<file path="src/rtl/fifo_ctrl.sv">
// fifo_ctrl: pointer, flag and status controller for a 2^K-entry synchronous FIFO.
// The FIFO storage is an external RAM with a registered read port.
// Occupancy is tracked both as a count and as a three-state FSM (empty / mid / full).
// full and empty come from the FSM state. The remaining status outputs come from the
// next occupancy value, so they never lag a cycle behind.
module fifo_ctrl #(
  parameter int unsigned K      = 3,
  parameter int unsigned AF_LVL = 2**K - 1,
  parameter int unsigned AE_LVL = 1
) (
  input  logic         clk,
  input  logic         rst,
  input  logic         wr_en,
  input  logic         rd_en,
  output logic         ram_we,
  output logic         ram_re,
  output logic [K-1:0] wr_addr,
  output logic [K-1:0] rd_addr,
  output logic         rd_valid,
  output logic         full,
  output logic         empty,
  output logic         almost_full,
  output logic         almost_empty,
  output logic [K:0]   count,
  output logic         overflow,
  output logic         underflow
);

  localparam logic [K:0] Depth = {1'b1, {K{1'b0}}};
  localparam logic [K:0] AfLvl = (K+1)'(AF_LVL);
  localparam logic [K:0] AeLvl = (K+1)'(AE_LVL);

  typedef enum logic [1:0] {StEmpty, StMid, StFull} state_e;

  state_e     state;
  logic [K:0] wr_ptr;
  logic [K:0] rd_ptr;
  logic [K:0] count_next;
  logic       acc_wr;
  logic       acc_rd;

  // Accepted requests and the next occupancy value.
  // Rejected requests only affect the sticky error flags.
  always_comb begin
    acc_wr     = wr_en & ~full;
    acc_rd     = rd_en & ~empty;
    count_next = count + {{K{1'b0}}, acc_wr} - {{K{1'b0}}, acc_rd};
  end

  assign ram_we  = acc_wr;
  assign ram_re  = acc_rd;
  assign wr_addr = wr_ptr[K-1:0];
  assign rd_addr = rd_ptr[K-1:0];

  // Update pointers, occupancy, registered status and the occupancy FSM.
  always_ff @(posedge clk) begin
    if (rst) begin
      state        <= StEmpty;
      wr_ptr       <= '0;
      rd_ptr       <= '0;
      count        <= '0;
      full         <= 1'b0;
      empty        <= 1'b1;
      almost_full  <= 1'b0;
      almost_empty <= 1'b1;
      overflow     <= 1'b0;
      underflow    <= 1'b0;
      rd_valid     <= 1'b0;
    end else begin
      // Pointers carry an extra wrap bit, so they wrap naturally modulo 2^(K+1).
      wr_ptr       <= wr_ptr + {{K{1'b0}}, acc_wr};
      rd_ptr       <= rd_ptr + {{K{1'b0}}, acc_rd};
      count        <= count_next;
      almost_full  <= (count_next >= AfLvl);
      almost_empty <= (count_next <= AeLvl);
      // The RAM read port is registered, so read data is valid one cycle after acceptance.
      rd_valid     <= acc_rd;
      overflow     <= overflow | (wr_en & full);
      underflow    <= underflow | (rd_en & empty);
      case (state)
        StEmpty: begin
          // Only a write can be accepted while empty, so there is no fall-through read.
          if (acc_wr) begin
            state <= StMid;
            empty <= 1'b0;
          end
        end
        StMid: begin
          if (count_next == '0) begin
            state <= StEmpty;
            empty <= 1'b1;
          end else if (count_next == Depth) begin
            state <= StFull;
            full  <= 1'b1;
          end
        end
        StFull: begin
          if (acc_rd) begin
            state <= StMid;
            full  <= 1'b0;
          end
        end
        default: begin
          state <= StEmpty;
          full  <= 1'b0;
          empty <= 1'b1;
        end
      endcase
    end
  end

endmodule

</file>
<file path="config.mk">
export PLATFORM = sky130hd
export DESIGN_NAME = fifo_ctrl
export DESIGN_NICKNAME = d
export VERILOG_FILES = /design/src/rtl/fifo_ctrl.sv
export SDC_FILE = /design/constraint.sdc
export NUM_CORES = 1
export LEC_CHECK = 0
export CAP_MARGIN = 20
export CORE_MARGIN = 2
export CORE_UTILIZATION = 44
export DETAILED_ROUTE_END_ITERATION = 12
export DONT_BUFFER_PORTS = 1
export MAX_ROUTING_LAYER = met4
export PLACE_DENSITY_LB_ADDON = 0.12
export SLEW_MARGIN = 25
export SYNTH_ARGS = -nofsm -noshare
export SYNTH_HDL_FRONTEND = slang
export SYNTH_SLANG_ARGS = --single-unit
</file>
<file path="constraint.sdc">
create_clock -name clk -period 3.1 [get_ports clk]
set_clock_uncertainty 0.05 [all_clocks]
set_input_delay 0.775 -clock clk [delete_from_list [all_inputs] [get_ports clk]]
set_output_delay 0.775 -clock clk [all_outputs]
set_load 0.05 [all_outputs]
</file>
==> flow_summary.yaml, run 1 <==
clock_network:
  cts-buffers-inserted: 3
  clk_pin_slew_worst_paths_ns: 0.11
  cts_tree: "yes"
  clk_latency_ns: 0.29
  htreeDepth: 1
  root_buffer: "clkbuf_4"
  numClockSinks: 19
  cts_setup_buffers: 0
  cts_buffer_depth: 2
  cts_resized: 0
  cts-hold-fix-buffers: 0
worst_setup_path:
  crit_arrival_ns: 2.55
  crit_path_end: "state[1]$_SDFFE_PP0P_"
  cp-end-kind: "flip-flop"
  r2r-start: "full$_SDFFE_PP0P_"
  cp-start-kind: "input pin"
  r2r_setup_slack_ns: 0.75
  critical_path_class: "in -> reg"
  crit_start: "rd_en"
  required_ns: 3.28
  rr_endpoint: "state[1]$_SDFFE_PP0P_"
  reg2regPathDepth: 7
  cp_max_fo: 4
finish:
  seq_area_sq_um: 380
  fillCellCount: 156
  nNetsFinal: 99
  antenna_cells: 0
  area_delta_synth_final_pct: 9.64
  multi_input_area_sq_um: 394
  drive_gt1_frac: 0.105
detailed_routing:
  routed_wl_um: 1300
  wl_per_cell_um: 11.7
  ant_nets: 0
  dr.pass1.iters: 2
  route.detailed.drc: 0
  routed_via_density: 4.75
  first_iter_violations: 3
  vias: 527
timing:
  tns_ns: 0
  hold_viol: 0
  slew_headroom: 0.601
  post-route-period-util: 0.764
  fin_crit_ns: 2.37
  clock.fmax_mhz: 422
  final_max_slew_viol_count: 0
  finalSetupViolCount: 0
  rsz0062_at_grt: "no"
  hold_ws_ns: 0.483
  layout_setup_ws_ns: 0.732
  tightest_slew_ns: 0.597
yosys:
  ys_types: 24
  syn_area_sq_um: 805
  netlist_instances: 81
  ys_seq_elements: 19
  ys_seq_area_frac: 0.473
  ys_warn_count: 0
  synth.avg_cell_area_sq_um: 9.93
  synth_fp_nets: 93
global_route:
  grt_pass1_vias: 509
  overflow: 0
  grt_pass1_wl_um: 2000
  grt_max_degree: 21
  antenna_found_initial: 0
  grt_util_all_layers: 0.134
die:
  core_area_sq_mm: 0.00173
  fp-row-count: 15
  dieArea_sq_mm: 0.00219
  dieWidth_um: 46.8
  die_h_um: 46.8
  initial_core_util: 0.466
  io_pins: 23
place:
  dpl_worst_slack_ns: 0.421
  io_buffers: 0
  gp_congestion: 0.783
  place_hpwl_um: 937
flow_run:
  drv_cap: 0
min_path:
  hold_class: "in -> reg"
run_status:
  status: "completed"
[state kept, by name (all words and copies together), names as in the netlist, 2 cells and up]
signal  cells
rd_ptr      3
wr_ptr      3
state       2
count       4
[placed cells by master (no fill, tap or decap), drive strengths merged]
cell type	n
nor2	9
nor3	1
o21ai	3
buf	4
a21boi	1
dfxtp	19
a311o	1
inv	5
nand3	1
xor2	2
o22a	1
a21o	3
nor2b	9
nand2	1
clkbuf	3
or4b	1
nand2b	1
nand3b	1
or3b	1
o21a	1
clkinv	1
and2	1
a21oi	4
fa	1
xnor2	4
ha	7
[layer usage]
metal | track usage | routed length [um] | vias to the layer above
li1 | - | - | 276
met1 | 0.168 | 650 | 236
met2 | 0.195 | 558 | 13
met3 | 0.0423 | 79 | 2
met4 | 0.0667 | 15 | 0
met5 | - | 0 | -
[cells in the mapped netlist (all sizes together)]
cell     n  area [sq um]
a21boi   1          7.51
a21o     3          22.5
a21oi    4          20.0
a311o    1          10.0
and2     1          6.26
clkbuf   3          11.3
dfxtp   19           380
fa       1          20.0
ha       7          87.6
inv      5          18.8
nand2    1          3.75
nand2b   1          6.26
nand3    1          5.00
nand3b   1          7.51
nor2     9          33.8
nor2b    9          56.3
nor3     1          5.00
o21a     1          7.51
o21ai    3          15.0
o22a     1          8.76
or3b     1          8.76
or4b     1          10.0
xnor2    4          35.0
xor2     2          17.5
[layout make-up]
class | count | area share
clock buffer | 3 | 0.0255
clock inverter | 1 | 0.00567
inverter | 5 | 0.0213
multi-input combinational | 54 | 0.447
sequential | 19 | 0.431
tap | 25 | 0.0355
timing repair buffer | 4 | 0.0340
[worst min path at each step]
stage                     startpoint                     end  cells after the start
6_report                         rst   state[0]$_SDFFE_PP0P_                      1
5_1_grt                          rst  almost_full$_SDFF_PP0_                      1
4_1_cts                          rst  almost_full$_SDFF_PP0_                      1
3_5_place_dp   state[1]$_SDFFE_PP0P_       full$_SDFFE_PP0P_                      3
3_3_place_gp   state[1]$_SDFFE_PP0P_       full$_SDFFE_PP0P_                      3
2_1_floorplan  state[1]$_SDFFE_PP0P_       full$_SDFFE_PP0P_                      3
[per-stage QoR]
step | std cells | util | instance area, sq um
2_1_floorplan | 81 | - | 806
3_3_place_gp | 107 | 0.495 | 855
3_5_place_dp | 107 | 0.495 | 855
4_1_cts | 111 | 0.511 | 882
5_1_grt | 111 | 0.511 | 882
6_report | 111 | 0.511 | 882
[critical path: stages]
cell	delay (ns)
nor2b_1	0.12
ha_1	0.27
inv_1	0.04
ha_1	0.22
fa_1	0.38
xor2_1	0.18
nor3_1	0.29
nand2_1	0.11
o21ai_0	0.15
[kinds of logic (layout without fill, tap and decap cells)]
group | count (synthesis) | count (layout) | synth area share
simple gates | 26 | 26 | 0.177
flops | 19 | 19 | 0.473
compound gates | 14 | 14 | 0.114
fa+ha+maj | 8 | 8 | 0.134
buf+inv | 8 | 13 | 0.0373
xor+xnor | 6 | 6 | 0.0653
Power of run 1 is left out: the tool's default activity adds up to more than one toggle a clock period on the data nets, which glitch-free logic cannot reach.
==> inputs of run 2 (changes only) <==
==> constraint.sdc (replaced) <==
create_clock -name clk -period 2 [get_ports clk]
set_clock_uncertainty 0.05 [all_clocks]
set_input_delay 0.5 -clock clk [delete_from_list [all_inputs] [get_ports clk]]
set_output_delay 0.5 -clock clk [all_outputs]
set_load 0.05 [all_outputs]
==> flow_summary.yaml, run 2 (same netlist as run 1, synthesis figures left out) <==
place:
  place_hpwl_um: 1000
  place_area_sq_um: 982
  dpl_worst_slack_ns: -0.233
  gp_congestion: 0.791
  dp.cells: 115
  io_buffers: 0
timing:
  slew_headroom: 0.651
  fin_crit_ns: 1.96
  hold_ws_ns: 0.206
  final_max_slew_viol_count: 0
  clock.fmax_mhz: 511
  rsz0062_at_grt: "yes"
  finalSetupViolCount: 0
  tightest_slew_ns: 0.522
  layout_setup_ws_ns: 0.0412
  hold_viol: 0
  post-route-period-util: 0.979
die:
  initial_core_util: 0.466
  die_h_um: 46.8
  dieWidth_um: 46.8
  core_area_sq_mm: 0.00173
  io_pins: 23
  fp-row-count: 15
  dieArea_sq_mm: 0.00219
clock_network:
  cts_buffer_depth: 2
  cts-buffers-inserted: 3
  numClockSinks: 19
  htreeDepth: 1
  cts_tree: "yes"
  clk_latency_ns: 0.29
  clk_pin_slew_worst_paths_ns: 0.10
  root_buffer: "clkbuf_4"
worst_setup_path:
  cp-start-kind: "flip-flop"
  critical_path_class: "reg -> reg"
  cp-end-kind: "flip-flop"
  crit_arrival_ns: 2.11
  r2r_setup_slack_ns: 0.04
  cp_max_fo: 3
  required_ns: 2.15
finish:
  final_cell_mix: "17 x dfxtp_1, 13 x buf_4, 8 x nor2_1, 7 x nor2b_1, 5 x ha_1"
  antenna_cells: 0
  regMostFlops: "count"
  nNetsFinal: 108
  drive_gt1_frac: 0.326
  design_area_sq_mm: 0.00102
  instances_no_fill: 120
  final_common_cell: "dfxtp_1"
  area_delta_synth_final_pct: 26.7
  fillCellCount: 157
  multi_input_area_sq_um: 463
  seq_area_sq_um: 383
  largestRegisters: "count x4, rd_ptr x3, wr_ptr x3"
  largest_reg_flops: 4
detailed_routing:
  first_iter_violations: 0
  routed_wl_um: 1360
  ant_nets: 0
  routed_via_density: 4.79
  vias: 575
  wl_per_cell_um: 11.4
  dr.pass1.iters: 1
  route.detailed.drc: 0
global_route:
  grt_max_degree: 21
  grt_pass1_wl_um: 2170
  grt_pass1_vias: 517
  grt_util_all_layers: 0.148
  antenna_found_initial: 0
  overflow: 0
min_path:
  hold_class: "in -> reg"
run_status:
  status: "completed"
flow_run:
  drv_cap: 0
-- run 2: cell types whose count changed in the layout (fill, tap and decap cells not counted), sizes merged --
cell	previous run	this run
clkbuf	3	4
buf	4	13
clkinv	1	0
-- run 2: area by class of cell --
class                      instances  share of cell area
clock buffer                       4              0.0258
inverter                           5              0.0184
multi-input combinational         54               0.454
sequential                        19               0.375
tap                               25              0.0307
timing repair buffer              13              0.0957
-- run 2: critical path, cell delays in order (launching register included) --
cell	delay, ns
dfxtp_2	0.36
nor2b_4	0.05
ha_4	0.25
inv_2	0.03
ha_4	0.15
fa_2	0.34
xor2_2	0.16
nor3_2	0.24
o22a_1	0.19
nor2_1	0.04
-- run 2: worst paths after layout --
check / depth (start not counted) / startpoint / to
max: 9 / empty$_SDFFE_PP1P_ / state[0]$_SDFFE_PP0P_
min: 1 / rst / count[0]$_SDFF_PP0_
max reg2reg: 9 / empty$_SDFFE_PP1P_ / state[0]$_SDFFE_PP0P_
min reg2reg: 3 / state[1]$_SDFFE_PP0P_ / full$_SDFFE_PP0P_
-- run 2: per-layer routing --
layer | share of wire | up-vias | track usage
met5 | 0 | - | -
met4 | 0.015 | 0 | 0.0833
met3 | 0.046 | 2 | 0.0385
met2 | 0.44 | 15 | 0.203
met1 | 0.50 | 265 | 0.195
li1 | - | 293 | -
-- run 2: per-stage QoR --
stage                     utilization  setup TNS (ns)
after global routing            0.591          -0.124
after floorplan                     -           -1.92
after CTS                       0.584               0
after detailed placement        0.569           -1.15
after global placement          0.569           -1.04
final                           0.591               0
-- run 2: what timing repair did --
item                                    in CTS  in global routing
hold buffers                                 0                  0
setup buffers                                0                  1
gates resized for setup                      0                  3
endpoints found under the setup margin       4                  4
pin swaps                                    2                  8
Power of run 2 is left out for the same reason.
